File: config.mk
export PLATFORM = sky130hd
export DESIGN_NAME = alu_issue_stage
export DESIGN_NICKNAME = d
export VERILOG_FILES = /design/src/rtl/alu_issue_stage.sv
export SDC_FILE = /design/constraint.sdc
export NUM_CORES = 1
export LEC_CHECK = 0
export BUFFER_PORTS_ARGS = -buffer_cell sky130_fd_sc_hd__buf_2
export CORE_MARGIN = 2
export CORE_UTILIZATION = 55
export DETAILED_ROUTE_END_ITERATION = 7
export GPL_ROUTABILITY_DRIVEN = 1
export PLACE_DENSITY = 0.78
export SKIP_CTS_REPAIR_TIMING = 1
export SLEW_MARGIN = 20
export SYNTH_ARGS = -nofsm -noshare
export SYNTH_HDL_FRONTEND = slang
export SYNTH_SLANG_ARGS = --single-unit
File: constraint.sdc
create_clock -name clk -period 4.2 [get_ports clk]
set_input_delay 0 -clock clk [delete_from_list [all_inputs] [get_ports clk]]
set_output_delay 0 -clock clk [all_outputs]
set_load 0.05 [all_outputs]
File: src/rtl/alu_issue_stage.sv
`default_nettype none
// ============================================================================
// Module   : alu_issue_stage
// Purpose  : Command FIFO + issue FSM in front of alu_4bit, with a
//            valid/ready result register. Optional macro ALU_ISSUE_CHAIN_EN
//            lets a command take its X operand from the previous result.
// Revision : 1.0 - initial release
// ============================================================================
module alu_issue_stage #(
    parameter int DEPTH = 4
) (
    input  logic                    clk,
    input  logic                    rst_n,
    input  logic                    in_valid,
    output logic                    in_ready,
    input  logic [2:0]              in_op,
    input  logic [3:0]              in_x,
    input  logic [3:0]              in_y,
    input  logic                    in_chain,
    output logic [3:0]              alu_x,
    output logic [3:0]              alu_y,
    output logic [2:0]              alu_sel,
    input  logic [3:0]              alu_out,
    input  logic                    alu_cout,
    input  logic                    alu_zero,
    output logic                    res_valid,
    input  logic                    res_ready,
    output logic [3:0]              res_data,
    output logic                    res_cout,
    output logic                    res_zero,
    output logic [$clog2(DEPTH):0]  fifo_count
);

    localparam int              c_AW        = $clog2(DEPTH);
    localparam logic [c_AW:0]   c_FULL      = DEPTH[c_AW:0];
    localparam logic [1:0]      c_ST_IDLE   = 2'd0;
    localparam logic [1:0]      c_ST_EXEC   = 2'd1;
    localparam logic [1:0]      c_ST_RESULT = 2'd2;

    logic [1:0]       r_state;
    logic [c_AW-1:0]  r_wr_ptr;
    logic [c_AW-1:0]  r_rd_ptr;
    logic [c_AW:0]    r_count;
    logic [2:0]       r_mem_op [DEPTH];
    logic [3:0]       r_mem_x  [DEPTH];
    logic [3:0]       r_mem_y  [DEPTH];
    logic [3:0]       r_op_x;
    logic [3:0]       r_op_y;
    logic [2:0]       r_op_sel;
    logic             r_res_valid;
    logic [3:0]       r_res_data;
    logic             r_res_cout;
    logic             r_res_zero;
    logic             w_push;
    logic             w_pop;
    logic [3:0]       w_head_x;

`ifdef ALU_ISSUE_CHAIN_EN
    logic             r_mem_chain [DEPTH];
    logic [3:0]       r_chain;

    assign w_head_x = r_mem_chain[r_rd_ptr] ? r_chain : r_mem_x[r_rd_ptr];

    always_ff @(posedge clk) begin
        if (w_push) begin
            r_mem_chain[r_wr_ptr] <= in_chain;
        end
    end

    // The chain value is the most recent captured ALU result.
    always_ff @(posedge clk) begin
        if (!rst_n) begin
            r_chain <= 4'd0;
        end else if (r_state == c_ST_EXEC) begin
            r_chain <= alu_out;
        end
    end
`else
    logic             w_unused_chain;

    assign w_unused_chain = in_chain;
    assign w_head_x       = r_mem_x[r_rd_ptr];
`endif

    assign in_ready   = rst_n && (r_count != c_FULL);
    assign w_push     = in_valid && in_ready;
    // A command pushed into an empty FIFO becomes visible only via r_count next cycle.
    assign w_pop      = (r_count != '0) &&
                        ((r_state == c_ST_IDLE) || ((r_state == c_ST_RESULT) && res_ready));

    assign alu_x      = r_op_x;
    assign alu_y      = r_op_y;
    assign alu_sel    = r_op_sel;
    assign res_valid  = r_res_valid;
    assign res_data   = r_res_data;
    assign res_cout   = r_res_cout;
    assign res_zero   = r_res_zero;
    assign fifo_count = r_count;

    always_ff @(posedge clk) begin
        if (w_push) begin
            r_mem_op[r_wr_ptr] <= in_op;
            r_mem_x[r_wr_ptr]  <= in_x;
            r_mem_y[r_wr_ptr]  <= in_y;
        end
    end

    always_ff @(posedge clk) begin
        if (!rst_n) begin
            r_wr_ptr <= '0;
            r_rd_ptr <= '0;
            r_count  <= '0;
        end else begin
            if (w_push) begin
                r_wr_ptr <= r_wr_ptr + 1'b1;
            end
            if (w_pop) begin
                r_rd_ptr <= r_rd_ptr + 1'b1;
            end
            case ({w_push, w_pop})
                2'b10:   r_count <= r_count + 1'b1;
                2'b01:   r_count <= r_count - 1'b1;
                default: r_count <= r_count;
            endcase
        end
    end

    always_ff @(posedge clk) begin
        if (!rst_n) begin
            r_state     <= c_ST_IDLE;
            r_op_x      <= 4'd0;
            r_op_y      <= 4'd0;
            r_op_sel    <= 3'd0;
            r_res_valid <= 1'b0;
            r_res_data  <= 4'd0;
            r_res_cout  <= 1'b0;
            r_res_zero  <= 1'b0;
        end else begin
            if (w_pop) begin
                r_op_x   <= w_head_x;
                r_op_y   <= r_mem_y[r_rd_ptr];
                r_op_sel <= r_mem_op[r_rd_ptr];
            end
            case (r_state)
                c_ST_IDLE: begin
                    if (w_pop) begin
                        r_state <= c_ST_EXEC;
                    end
                end
                c_ST_EXEC: begin
                    r_res_data  <= alu_out;
                    r_res_cout  <= alu_cout;
                    r_res_zero  <= alu_zero;
                    r_res_valid <= 1'b1;
                    r_state     <= c_ST_RESULT;
                end
                c_ST_RESULT: begin
                    if (res_ready) begin
                        r_res_valid <= 1'b0;
                        r_state     <= w_pop ? c_ST_EXEC : c_ST_IDLE;
                    end
                end
                default: begin
                    r_state <= c_ST_IDLE;
                end
            endcase
        end
    end

endmodule
`default_nettype wire

==> impl_metrics.xml <==
<?xml version="1.0" encoding="UTF-8"?>
<metrics>
  <group name="outcome">
    <metric name="run_status" unit="">finished clean</metric>
  </group>
  <group name="yosys">
    <metric name="syn_avg_cell_area" unit="µm²">16.26</metric>
    <metric name="netlist_area" unit="µm²">2813</metric>
    <metric name="synth-edff-count" unit="">44</metric>
    <metric name="yosysSeqAreaShare" unit="">0.6619</metric>
    <metric name="synth_flop_cell" unit="">edfxtp_1</metric>
    <metric name="asyncSetResetFlopFracSynth" unit="">0</metric>
    <metric name="ys.warnings.count" unit="">0</metric>
    <metric name="net_count_after_synthesis" unit="">201</metric>
    <metric name="ys_types" unit="">34</metric>
    <metric name="synth_seq_cells" unit="">71</metric>
    <metric name="synth_cells" unit="">173</metric>
  </group>
  <group name="route">
    <metric name="detailedRoute.firstIterationViolations" unit="">70</metric>
    <metric name="detail_route.wirelength" unit="µm">4797</metric>
    <metric name="detailroute.via_count" unit="">1589</metric>
    <metric name="drc" unit="">0</metric>
    <metric name="drtAntennaViolNets" unit="">0</metric>
    <metric name="wl_per_cell" unit="µm">15.38</metric>
    <metric name="drt-vias-per-instance" unit="">5.093</metric>
    <metric name="firstDrtPassIters" unit="">4</metric>
  </group>
  <group name="sta">
    <metric name="fmaxAchievable" unit="MHz">414.6</metric>
    <metric name="aggregate_negative_setup_slack" unit="ns">0</metric>
    <metric name="timing_hold_violations_final" unit="">0</metric>
    <metric name="slew-limit-headroom" unit="">0.4739</metric>
    <metric name="worst-slew-pin-transition" unit="ns">0.7875</metric>
    <metric name="period_share" unit="">0.5743</metric>
    <metric name="timing.final.crit_period" unit="ns">2.412</metric>
    <metric name="hold_ws" unit="ns">0.05260</metric>
    <metric name="fin_skew" unit="ns">0.008459</metric>
    <metric name="drv_slew" unit="">0</metric>
    <metric name="setup-violations-final" unit="">0</metric>
    <metric name="rsz0062_at_grt" unit="">false</metric>
  </group>
  <group name="place">
    <metric name="dpl.cell_count" unit="">278</metric>
    <metric name="global_placer_s_final_weighted_congestion" unit="">0.7076</metric>
    <metric name="dpl.hpwl" unit="µm">2870</metric>
    <metric name="port-buffer-count" unit="">42</metric>
    <metric name="placed_standard_cell_area" unit="µm²">3028</metric>
  </group>
  <group name="worst_setup_path">
    <metric name="cp-start-kind" unit="">flop</metric>
    <metric name="worst-endpoint-arrival" unit="ns">2.69</metric>
    <metric name="worst-endpoint-required" unit="ns">4.48</metric>
    <metric name="crit_path_top_delay_cell" unit="">a211oi_2</metric>
    <metric name="critical_path.max_stage_delay" unit="ns">0.48</metric>
    <metric name="endpoint_class_of_the_critical_path" unit="">flop</metric>
    <metric name="cp_top_family" unit="">adder cells</metric>
    <metric name="crit_chain" unit="">nor2_1, a211oi_2, inv_1, ha_1, fa_1, xnor2_1, or3_1, a21oi_1</metric>
    <metric name="critPathKind" unit="">flop to flop</metric>
    <metric name="path_buf_inv" unit="">1</metric>
    <metric name="path_max_fanout" unit="">7</metric>
  </group>
  <group name="final_layout">
    <metric name="layout.cells.most_common" unit="">edfxtp_1</metric>
    <metric name="antenna_cells" unit="">0</metric>
    <metric name="flow.area_growth_from_synthesis" unit="%">21.62</metric>
    <metric name="nets" unit="">265</metric>
    <metric name="final_design_area_no_fill" unit="µm²">3421</metric>
    <metric name="instances_no_fill" unit="">312</metric>
    <metric name="drive_gt1_frac" unit="">0.2645</metric>
    <metric name="most-common-layout-cells" unit="">edfxtp_1, buf_2, dfxtp_1</metric>
  </group>
  <group name="floorplanning">
    <metric name="die_y_extent" unit="µm">75.51</metric>
    <metric name="ios" unit="">44</metric>
    <metric name="fp.dieArea" unit="µm²">5702</metric>
    <metric name="floorplan.initialDensity" unit="">0.5614</metric>
    <metric name="die_width" unit="µm">75.51</metric>
    <metric name="core_region_area" unit="µm²">5010</metric>
    <metric name="core.rowCount" unit="">26</metric>
  </group>
  <group name="min_path">
    <metric name="holdCritPathClass" unit="">primary input to flop</metric>
  </group>
  <group name="clocking">
    <metric name="worst_setup_hold_path_clk_slew" unit="ns">0.07</metric>
    <metric name="ctsLongestPathBuffers" unit="">2</metric>
    <metric name="insertion_delay" unit="ns">0.35</metric>
    <metric name="root_buffer" unit="">clkbuf_8</metric>
    <metric name="htree_num_levels" unit="">3</metric>
    <metric name="tritoncts.num_buffers" unit="">9</metric>
    <metric name="clock-sinks" unit="">71</metric>
    <metric name="tritoncts_clock_tree" unit="">done</metric>
  </group>
  <group name="pwr">
    <metric name="power_density" unit="nW/µm²">675.6</metric>
    <metric name="total_power" unit="W">0.002311</metric>
    <metric name="leakagePower" unit="nW">1.286</metric>
    <metric name="max-vdd-ir-drop" unit="mV">0.4173</metric>
  </group>
  <group name="global_route">
    <metric name="first_global_vias" unit="">1462</metric>
    <metric name="globalRouteOverflowTotal" unit="">0</metric>
    <metric name="grt_antenna_before_repair" unit="">0</metric>
    <metric name="first_pass_grt_wire_length" unit="µm">7038</metric>
    <metric name="global_route.usage.total" unit="">0.1806</metric>
    <metric name="grt_start_max_net_pins" unit="">17</metric>
  </group>
  <group name="job">
    <metric name="max_cap_viol_count" unit="">0</metric>
  </group>
</metrics>
cell type report:
type,count,area (µm²)
Timing Repair Buffer,61,397.9
Multi-Input combinational cell,87,834.6
Clock buffer,10,127.6
Clock inverter,6,85.08
Fill cell,367,1589
Inverter,7,26.28
Tap cell,70,87.58
Sequential cell,71,1862
per-layer routing:
layer | up-vias | wire length [µm] | GRT usage
li1 | 779 | - | -
met1 | 756 | 2052 | 0.2123
met2 | 43 | 2391 | 0.2899
met3 | 11 | 245 | 0.07275
met4 | 0 | 107 | 0.08967
met5 | - | 0 | 0
per-stage QoR:
stage,setup slack [ns],utilization
floorplan,1.613,-
global placement,1.839,0.6044
detailed placement,1.806,0.6044
CTS,1.790,0.6469
global route,1.611,0.6828
finish,1.788,0.6828
worst paths after layout:
check | start | endpoint | slack [ns] | cells after the start
max | fifo_count[0]$_SDFFE_PN0P_ | fifo_count[2]$_SDFFE_PN0P_ | 1.79 | 8
min | in_valid | r_wr_ptr[0]$_SDFFE_PN0P_ | 0.05 | 4
max reg2reg | fifo_count[0]$_SDFFE_PN0P_ | fifo_count[2]$_SDFFE_PN0P_ | 1.79 | 8
min reg2reg | alu_x[1]$_SDFFE_PN0P_ | alu_x[1]$_SDFFE_PN0P_ | 0.46 | 2
Yosys cell counts (2+ instances only):
| cell type | count | share of area |
|---|---|---|
| edfxtp_1 | 44 | 0.47 |
| dfxtp_1 | 27 | 0.19 |
| nand2_1 | 14 | 0.019 |
| nor2_1 | 12 | 0.016 |
| o2bb2ai_1 | 11 | 0.034 |
| mux2i_1 | 10 | 0.036 |
| mux4_1 | 9 | 0.084 |
| inv_1 | 6 | 0.0080 |
| ha_1 | 5 | 0.022 |
| and2_1 | 4 | 0.0089 |
| clkbuf_8 | 4 | 0.020 |
| a21oi_1 | 3 | 0.0053 |
| mux4_2 | 2 | 0.016 |
| nor2b_1 | 2 | 0.0044 |
sequential cells by signal, summed over array words and instances (netlist names):
signal	count
res_valid	1
r_rd_ptr	2
res_zero	1
r_state	2
alu_sel	3
r_mem_x	16
res_data	4
alu_x	4
fifo_count	3
r_wr_ptr	2
alu_y	4
r_mem_y	16
r_mem_op	12
res_cout	1
worst register-to-register path, delay by kind of cell (launching register included):
family / cells / cell delay, ns
AND/OR/NAND/NOR: 2 / 0.42
buffers and inverters: 1 / 0.09
AO/OA/AOI/OAI: 2 / 0.61
adder cells (fa/ha/maj): 2 / 0.64
XOR/XNOR: 1 / 0.15
flip-flops: 1 / 0.45
cells by family (layout without fill, tap and decap cells):
family / Yosys count / count (layout) / synth area share
DFF: 71 / 71 / 0.6619
and+or+nand+nor: 40 / 40 / 0.07384
muxes: 21 / 21 / 0.1357
AOI/OAI and AO/OA: 18 / 18 / 0.05160
buffers and inverters: 15 / 84 / 0.04136
adders and majority gates: 6 / 6 / 0.02936
xor gates and xnor gates: 2 / 2 / 0.006229
power breakdown:
group	switching [W]	total, W	internal, W
combinational	0.000503	0.000766	0.000262
sequential	0.000100	0.000964	0.000863
clock	0.000250	0.000582	0.000332
(Power assumes the default switching activity.)
